==> src/rtl/bg_band_renderer.sv <==
// Background layer generator: classifies each pixel into sky, tiled band or ground
// and emits {palette, colour} with a fixed three-cycle latency at full throughput.
module bg_band_renderer #(
    parameter int X_BITS       = 10,
    parameter int Y_BITS       = 10,
    parameter int PIX_BITS     = 3,
    parameter int PIX_PER_WORD = 3,
    parameter int ROW_SHIFT    = 4,
    parameter int ADDR_BITS    = 11,
    parameter int PAL_BITS     = 5
) (
    input  logic                             clk,
    input  logic                             rst,
    input  logic                             pix_valid,
    input  logic [X_BITS-1:0]                x,
    input  logic [Y_BITS-1:0]                y,
    input  logic                             reg_we,
    input  logic [2:0]                       reg_addr,
    input  logic [15:0]                      reg_wdata,
    output logic [ADDR_BITS-1:0]             vram_addr,
    input  logic [PIX_BITS*PIX_PER_WORD-1:0] vram_data,
    output logic [PAL_BITS+3:0]              index_out,
    output logic                             index_valid
);
    localparam int W = PIX_BITS * PIX_PER_WORD;

    // Stream handshake: valid-only, no ready. A pixel presented with pix_valid=1 is
    // always accepted; its result appears with index_valid=1 exactly three edges later.

    logic [PAL_BITS-1:0]  sh_palette,     act_palette,     eff_palette;
    logic [Y_BITS-1:0]    sh_sky_stop,    act_sky_stop,    eff_sky_stop;
    logic [Y_BITS-1:0]    sh_ground_start, act_ground_start, eff_ground_start;
    logic [3:0]           sh_sky_idx,     act_sky_idx,     eff_sky_idx;
    logic [3:0]           sh_ground_idx,  act_ground_idx,  eff_ground_idx;
    logic [ROW_SHIFT-1:0] sh_scroll_word, act_scroll_word, eff_scroll_word;
    logic [2:0]           sh_scroll_sub,  act_scroll_sub,  eff_scroll_sub;

    logic line_start, frame_start;
    assign line_start  = pix_valid && (x == '0);
    assign frame_start = line_start && (y == '0);

    // The frame-start pixel already belongs to the new frame, so it sees the shadow values.
    always_comb begin
        eff_palette      = frame_start ? sh_palette      : act_palette;
        eff_sky_stop     = frame_start ? sh_sky_stop     : act_sky_stop;
        eff_ground_start = frame_start ? sh_ground_start : act_ground_start;
        eff_sky_idx      = frame_start ? sh_sky_idx      : act_sky_idx;
        eff_ground_idx   = frame_start ? sh_ground_idx   : act_ground_idx;
        eff_scroll_word  = frame_start ? sh_scroll_word  : act_scroll_word;
        eff_scroll_sub   = frame_start ? sh_scroll_sub   : act_scroll_sub;
    end

    logic wdata_unused;
    assign wdata_unused = ^reg_wdata;

    always_ff @(posedge clk or posedge rst) begin
        if (rst) begin
            sh_palette       <= '0;
            sh_sky_stop      <= Y_BITS'(300);
            sh_ground_start  <= Y_BITS'(428);
            sh_sky_idx       <= 4'd5;
            sh_ground_idx    <= 4'd7;
            sh_scroll_word   <= '0;
            sh_scroll_sub    <= '0;
            act_palette      <= '0;
            act_sky_stop     <= Y_BITS'(300);
            act_ground_start <= Y_BITS'(428);
            act_sky_idx      <= 4'd5;
            act_ground_idx   <= 4'd7;
            act_scroll_word  <= '0;
            act_scroll_sub   <= '0;
        end else begin
            if (frame_start) begin
                act_palette      <= sh_palette;
                act_sky_stop     <= sh_sky_stop;
                act_ground_start <= sh_ground_start;
                act_sky_idx      <= sh_sky_idx;
                act_ground_idx   <= sh_ground_idx;
                act_scroll_word  <= sh_scroll_word;
                act_scroll_sub   <= sh_scroll_sub;
            end
            if (reg_we) begin
                case (reg_addr)
                    3'd0: sh_palette      <= reg_wdata[PAL_BITS-1:0];
                    3'd1: sh_sky_stop     <= reg_wdata[Y_BITS-1:0];
                    3'd2: sh_ground_start <= reg_wdata[Y_BITS-1:0];
                    3'd3: sh_sky_idx      <= reg_wdata[3:0];
                    3'd4: sh_ground_idx   <= reg_wdata[3:0];
                    3'd5: sh_scroll_word  <= reg_wdata[ROW_SHIFT-1:0];
                    3'd6: sh_scroll_sub   <= (int'(reg_wdata[2:0]) >= PIX_PER_WORD)
                                             ? 3'(PIX_PER_WORD - 1) : reg_wdata[2:0];
                    default: ;
                endcase
            end
        end
    end

    // word_q/sub_q hold the position of the next pixel; line start overrides them.
    logic [ROW_SHIFT-1:0] word_q, cur_word;
    logic [2:0]           sub_q, cur_sub;
    logic                 last_sub;
    logic                 in_sky, in_ground;
    logic [ADDR_BITS-1:0] row_off, addr_next;

    always_comb begin
        cur_word  = line_start ? eff_scroll_word : word_q;
        cur_sub   = line_start ? eff_scroll_sub  : sub_q;
        last_sub  = (int'(cur_sub) == PIX_PER_WORD - 1);
        in_sky    = (y < eff_sky_stop);
        in_ground = !in_sky && (y >= eff_ground_start);
        row_off   = ADDR_BITS'(y) - ADDR_BITS'(eff_sky_stop);
        addr_next = (row_off << ROW_SHIFT) + ADDR_BITS'(cur_word);
    end

    logic                s1_valid, s1_tile, s2_valid, s2_tile;
    logic [3:0]          s1_flat, s2_flat;
    logic [2:0]          s1_sub, s2_sub;
    logic [PAL_BITS-1:0] s1_pal, s2_pal;
    logic [W-1:0]        tile_shift;
    logic [PIX_BITS-1:0] tile_pix;
    logic [3:0]          colour;

    always_comb begin
        tile_shift = vram_data << (int'(s2_sub) * PIX_BITS);
        tile_pix   = tile_shift[W-1 -: PIX_BITS];
        colour     = s2_tile ? 4'(tile_pix) : s2_flat;
    end

    always_ff @(posedge clk or posedge rst) begin
        if (rst) begin
            word_q      <= '0;
            sub_q       <= '0;
            vram_addr   <= '0;
            s1_valid    <= 1'b0;
            s1_tile     <= 1'b0;
            s1_flat     <= '0;
            s1_sub      <= '0;
            s1_pal      <= '0;
            s2_valid    <= 1'b0;
            s2_tile     <= 1'b0;
            s2_flat     <= '0;
            s2_sub      <= '0;
            s2_pal      <= '0;
            index_out   <= '0;
            index_valid <= 1'b0;
        end else begin
            s1_valid <= pix_valid;
            if (pix_valid) begin
                sub_q     <= last_sub ? 3'd0 : cur_sub + 3'd1;
                word_q    <= last_sub ? cur_word + ROW_SHIFT'(1) : cur_word;
                vram_addr <= addr_next;
                s1_tile   <= !in_sky && !in_ground;
                s1_flat   <= in_sky ? eff_sky_idx : eff_ground_idx;
                s1_sub    <= cur_sub;
                s1_pal    <= eff_palette;
            end
            s2_valid    <= s1_valid;
            s2_tile     <= s1_tile;
            s2_flat     <= s1_flat;
            s2_sub      <= s1_sub;
            s2_pal      <= s1_pal;
            index_valid <= s2_valid;
            if (s2_valid)
                index_out <= {s2_pal, colour};
        end
    end
endmodule

==> config.mk <==
export PLATFORM = sky130hd
export DESIGN_NAME = bg_band_renderer
export DESIGN_NICKNAME = d
export VERILOG_FILES = /design/src/rtl/bg_band_renderer.sv
export SDC_FILE = /design/constraint.sdc
export NUM_CORES = 1
export LEC_CHECK = 0
export ABC_AREA = 1
export BUFFER_PORTS_ARGS = -buffer_cell sky130_fd_sc_hd__buf_2
export CORE_AREA = 2 2 144 146
export DETAILED_ROUTE_END_ITERATION = 6
export DIE_AREA = 0 0 146 148
export HOLD_SLACK_MARGIN = 0.1
export SYNTH_ARGS = -nofsm -noshare
export SYNTH_HDL_FRONTEND = slang
export SYNTH_SLANG_ARGS = --single-unit
==> constraint.sdc <==
create_clock -name clk -period 4.6 [get_ports clk]
set_clock_uncertainty 0.1 [all_clocks]
set_input_delay 1.15 -clock clk [delete_from_list [all_inputs] [get_ports clk]]
set_output_delay 1.15 -clock clk [all_outputs]
set_load 0.05 [all_outputs]
Word level (Yosys, flattened, before mapping)
Index checks and enable logic that the tools add are counted.

word-level totals
  register bits = 136
  latch bits = 0
  bits in writable memories = 0
  memory bits (read-only) = 0
  output and inout bits = 21
  memories kept = 0

operators by class
  add/sub/neg operators = 4
  multipliers = 1
  divide/modulo/power cells = 0
  order comparisons = 3
  equal/unequal tests = 7
  shift operators = 1
  mux-type cells = 14
  bitwise operators = 0
  reductions and logical operators = 16

operators by type and width
  kind                                                                count
  two-way mux 4 bit                                                   7
  logical NOT 10 bit                                                  2
  two-way mux 10 bit                                                  2
  AND reduction 2 bit                                                 7
  equality test 3 bit (second input constant)                         4
  two-way mux 3 bit                                                   4
  adder 11 x 4 -> 11 bit                                              1
  greater-or-equal comparator 10 bit                                  1
  < comparator 10 bit                                                 1
  << shifter 9 x 5 -> 9 bit                                           1
  subtractor 7 bit                                                    1
  equality test 3 x 2 -> 1 bit (second input constant)                2
  multiplier 3 x 2 -> 5 bit (second input constant)                   1
  two-way mux 5 bit                                                   1
  adder 4 x 1 -> 4 bit (second input constant)                        1
  logical AND 1 bit                                                   4
  adder 3 x 1 -> 3 bit (second input constant)                        1
  equality test 3 x 1 -> 1 bit (second input constant)                1
  greater-or-equal comparator 3 x 2 -> 1 bit (second input constant)  1
  logical NOT 3 bit                                                   1
  logical NOT 1 bit                                                   2

Longest topological paths before layout
  depth after elaboration = 9
  gate-level depth with buffers = 20

Worst setup path before layout
No wires, ideal clock.

  path kind = input-to-reg
  from = in x[3]
  to = reg s1_flat[0]
  library setup time = 0.123 ns
  arrival time = 3.311 ns
  data required time = 4.377 ns
  path slack = 1.066 ns
  stages = 18
  cell sequence = inv_1 -> nand2_1 -> nor2_1 -> nand2_2 -> nor2_8 -> nand2_4 -> buf_6 -> clkbuf_1 -> nor2_1 -> nor2_1 -> ha_1 -> fa_1 -> inv_1 -> nand3_1 -> nand3_1 -> inv_1 -> o21ai_0 -> nand2_1

on the way
  longest elaborated chain between the ends = 6
  elaborated cells between the ends (all ways) = 8
  those cells by class = 1 x order compare; 4 x mux; 3 x reduce/logical

ends and longest elaborated chain
  what                    RTL line  RTL
  start: declaration      15        input logic [X_BITS-1:0] x,
  logical NOT 10 bit      39        assign line_start = pix_valid && (x == '0);
  logical AND 1 bit       39
  logical AND 1 bit       40        assign frame_start = line_start && (y == '0);
  two-way mux 10 bit      n/a
  via eff_sky_stop[0]     31        logic [Y_BITS-1:0] sh_sky_stop, act_sky_stop, eff_sky_stop;
  < comparator 10 bit     109       in_sky = (y < eff_sky_stop);
  two-way mux 4 bit       153       s1_flat <= in_sky ? eff_sky_idx : eff_ground_idx;
  end signal: assignment  153
  end: declaration        116       logic [3:0] s1_flat, s2_flat;

The timed path passes the listed nets, and every way through them passes these cells.
A chain may end at the register's enable or synchronous reset.

Worst setup path after layout
  from = in x[3]
  to = reg s1_flat[3]

The elaborated chain is that of the path after synthesis.

==> flow_summary_export.csv <==
group,metric,value,unit
sta,fin_crit,3.601,ns
synth,ys_seq_elements,136,
sta,worst_pin_slew,0.9075,ns
synth,synth_area_per_cell,8.702,µm²
die,die_w,146,µm
detailed_routing,wl_met2,6319,µm
pwr,power.leakage,0.003850,µW
clocking,cts_tree,"yes",
sta,fmax,277.7,MHz
run_status,status,"finished, final reports clean",
clocking,htreeDepth,4,
sta,rsz0062_at_grt,"no",
worst_setup_path,crit_required,4.79,ns
die,fp.dieH,148,µm
synth,synth_edf_count,0,
layout,stdcell_count,1084,
synth,yosys_warnings,0,
synth,synthTopCellsByArea,"dfrtp_1 (43%), nand2_1 (13%), dfstp_2 (12%)",
clocking,clockRootBuffer,"clkbuf_16",
sta,slew_violations,0,
detailed_routing,ant_nets,0,
pwr,power.density,452.9,nW/µm²
synth,synth_top_area_share,0.4278,
worst_setup_path,cp_max_fo,19,
layout,drive_gt1_frac,0.1978,
global_route,grt_remaining_overflow,0,
die,die_area,21610,µm²
sta,worst_hold_slack,0.2458,ns
detailed_routing,routed_via_density,4.374,
synth,synthFlopType,"dfrtp_1",
clocking,clock-sinks,136,
detailed_routing,top_layer,"met4",
synth,yosys.area.top_type,"dfrtp_1",
layout,synthToLayoutAreaGrowth,19.61,%
synth,netlist_instances,726,
pwr,ir_worst_vdd,0.2707,mV
min_path,hold_path_class,"reg2reg",
sta,hold_violations,0,
clocking,insertion_delay,0.41,ns
placement,dp_hpwl,9571,µm
clocking,clkTransAtPathRegs,0.06,ns
worst_setup_path,crit_arrival,3.79,ns
detailed_routing,met3_length,454,µm
clocking,cts_resized,0,
synth,synth_nets,804,
global_route,grt_max_degree,50,
placement,routabilityCongestion,0.7674,
placement,dp_cells,1052,
clocking,hold_buffers,0,
detailed_routing,drc,0,
synth,syn_area,6317,µm²
detailed_routing,drt-met1-wl,6621,µm
synth,synthArstFlopShare,1.000,
detailed_routing,drt_wl_total,13540,µm
die,start_util,0.3152,
clocking,ctsLongestPathBuffers,2,
sta,max_slew_margin,0.3937,
layout,nNetsFinal,879,
global_route,grt_usage,0.1353,
detailed_routing,dr_total_vias,4741,
worst_setup_path,cp-end-kind,"flop",
worst_setup_path,path_class,"in2reg",
worst_setup_path,start_kind,"input pin",
sta,period_share,0.7828,
die,core_area,20040,µm²
layout,nFillCells,2073,
detailed_routing,drt-pass1-iter-count,4,
placement,place.port_buffers,66,
detailed_routing,drtIter0Drc,283,
placement,pre_cts_slack,0.5425,ns
layout,antenna_cells,0,
die,io_pins,73,
sta,setup_viol,0,
clocking,postCtsSetupRepairBufs,0,
synth,ys_seq_area_frac,0.5443,
run,cap_violations,0,
die,rows,52,
sta,timing.setup.tns,0,ns
detailed_routing,wl_per_cell,12.49,µm
clocking,cts_buffers,17,
global_route,grt_pass1_wl,23520,µm
synth,ys_types,42,
global_route,grt_pass1_vias,4787,
global_route,antenna_found_initial,0,
sta,fin_ws,0.9991,ns
flip-flops by register name (all words and copies together), names as in the netlist, 5 cells and up:
register and flops:
sh_sky_stop 10, vram_addr 11, index_out 9, sh_ground_start 10, sh_palette 5, act_palette 5, act_sky_stop 10, act_ground_start 10
s2_pal 5, s1_pal 5
cells by family (layout without fill, tap and decap cells):
family                     count (synthesis)  count (layout)  share of synthesized area
and+or+nand+nor                          338             338                     0.2264
DFF                                      136             136                     0.5443
AOI/OAI and AO/OA                        111             111                    0.09586
buffers and inverters                    106             194                    0.06615
adders and majority gates                 26              26                    0.05387
muxes                                      5               5                   0.007923
xor gates and xnor gates                   4               4                   0.005547
cells in the mapped netlist, types with 2 or more instances:
library cell  number
nand2_1          224
dfrtp_1          108
inv_1             82
o21ai_0           65
nor2_1            55
dfstp_2           28
nand3_1           27
a21oi_1           24
ha_1              24
nand2_2           12
clkbuf_1          10
a31oi_1            5
inv_2              5
mux2i_1            5
nand4_1            5
buf_2              4
nor2_2             3
o211ai_1           3
o21a_1             3
xor2_1             3
and2_1             2
buf_4              2
fa_1               2
nand3_2            2
nor2_4             2
nor2_8             2
nor3_1             2
o2111ai_1          2
o21ai_1            2
area by class of cell:
type                            count  area [µm²]  area share
Clock buffer                       21       460.4     0.06094
Clock inverter                     11       121.4     0.01606
Inverter                           88       334.1     0.04421
Multi-Input combinational cell    484        2461      0.3257
Sequential cell                   136        3438      0.4550
Tap cell                          270       337.8     0.04471
Timing Repair Buffer               74       402.9     0.05332
final timing paths:
check                                            from                         to  slack [ns]  depth (start not counted)
max                                              x[3]     s1_flat[3]$_DFFE_PP0P_         1.0                         19
max in group asynchronous                         rst  act_sky_stop[5]$_DFF_PP1_        2.72                          3
min in group asynchronous                         rst   vram_addr[5]$_DFFE_PP0P_        0.83                          2
min reg2reg                        s1_valid$_DFF_PP0_         s2_valid$_DFF_PP0_        0.25                          0
max reg2reg                sh_sky_stop[3]$_DFFE_PP1P_     s1_flat[3]$_DFFE_PP0P_        2.21                         11
min                                s1_valid$_DFF_PP0_         s2_valid$_DFF_PP0_        0.25                          0
critical path, cell delays in order:
cell and delay (ns):
buf_2 0.10, inv_1 0.06, nand2_1 0.05, nor2_1 0.12
nand2_2 0.10, nor2_8 0.20, nand2_4 0.07, inv_2 0.28
nor2_1 0.08, nor2_1 0.16, inv_1 0.06, ha_1 0.33
inv_1 0.07, nor3_1 0.24, nand3_1 0.10, nand3_1 0.14
inv_1 0.14, o21ai_0 0.26, nand2_1 0.09
report_power, final:
part / switching [µW] / total [µW] / leakage [µW] / internal, µW
combinational: 431 / 640 / 0.00191 / 209
clock: 498 / 1320 / 0.000283 / 825
sequential: 93.8 / 1460 / 0.00165 / 1370
layer usage:
layer  global-route usage  vias up
met4              0.05049        0
met1               0.1777     2196
met2               0.2212       67
met5                    0        -
li1                     -     2465
met3              0.02870       13
placed cells by master, fill, tap and decap left out, types with 3 or more instances in the layout:
master,netlist,routed
nand2_1,224,224
dfrtp_1,108,108
inv_1,82,81
buf_2,4,66
o21ai_0,65,65
nor2_1,55,55
dfstp_2,28,28
nand3_1,27,27
a21oi_1,24,24
ha_1,24,24
clkbuf_16,0,17
nand2_2,12,12
buf_4,2,7
inv_2,5,5
a31oi_1,5,5
nand4_1,5,5
mux2i_1,5,5
clkinv_2,0,4
nor2_2,3,3
o21a_1,3,3
clkinvlp_4,0,3
xor2_1,3,3
o211ai_1,3,3
metrics by stage:
| step | area, µm² | utilization | total power [µW] |
|---|---|---|---|
| floorplan | 6321 | - | 1950 |
| global route | 7556 | 0.3771 | 3617 |
| CTS | 7556 | 0.3771 | 3462 |
| finish | 7556 | 0.3771 | 3422 |
| detailed placement | 6974 | 0.3480 | 2123 |
| global placement | 6974 | 0.3480 | 2108 |
(Power assumes the default switching activity.)
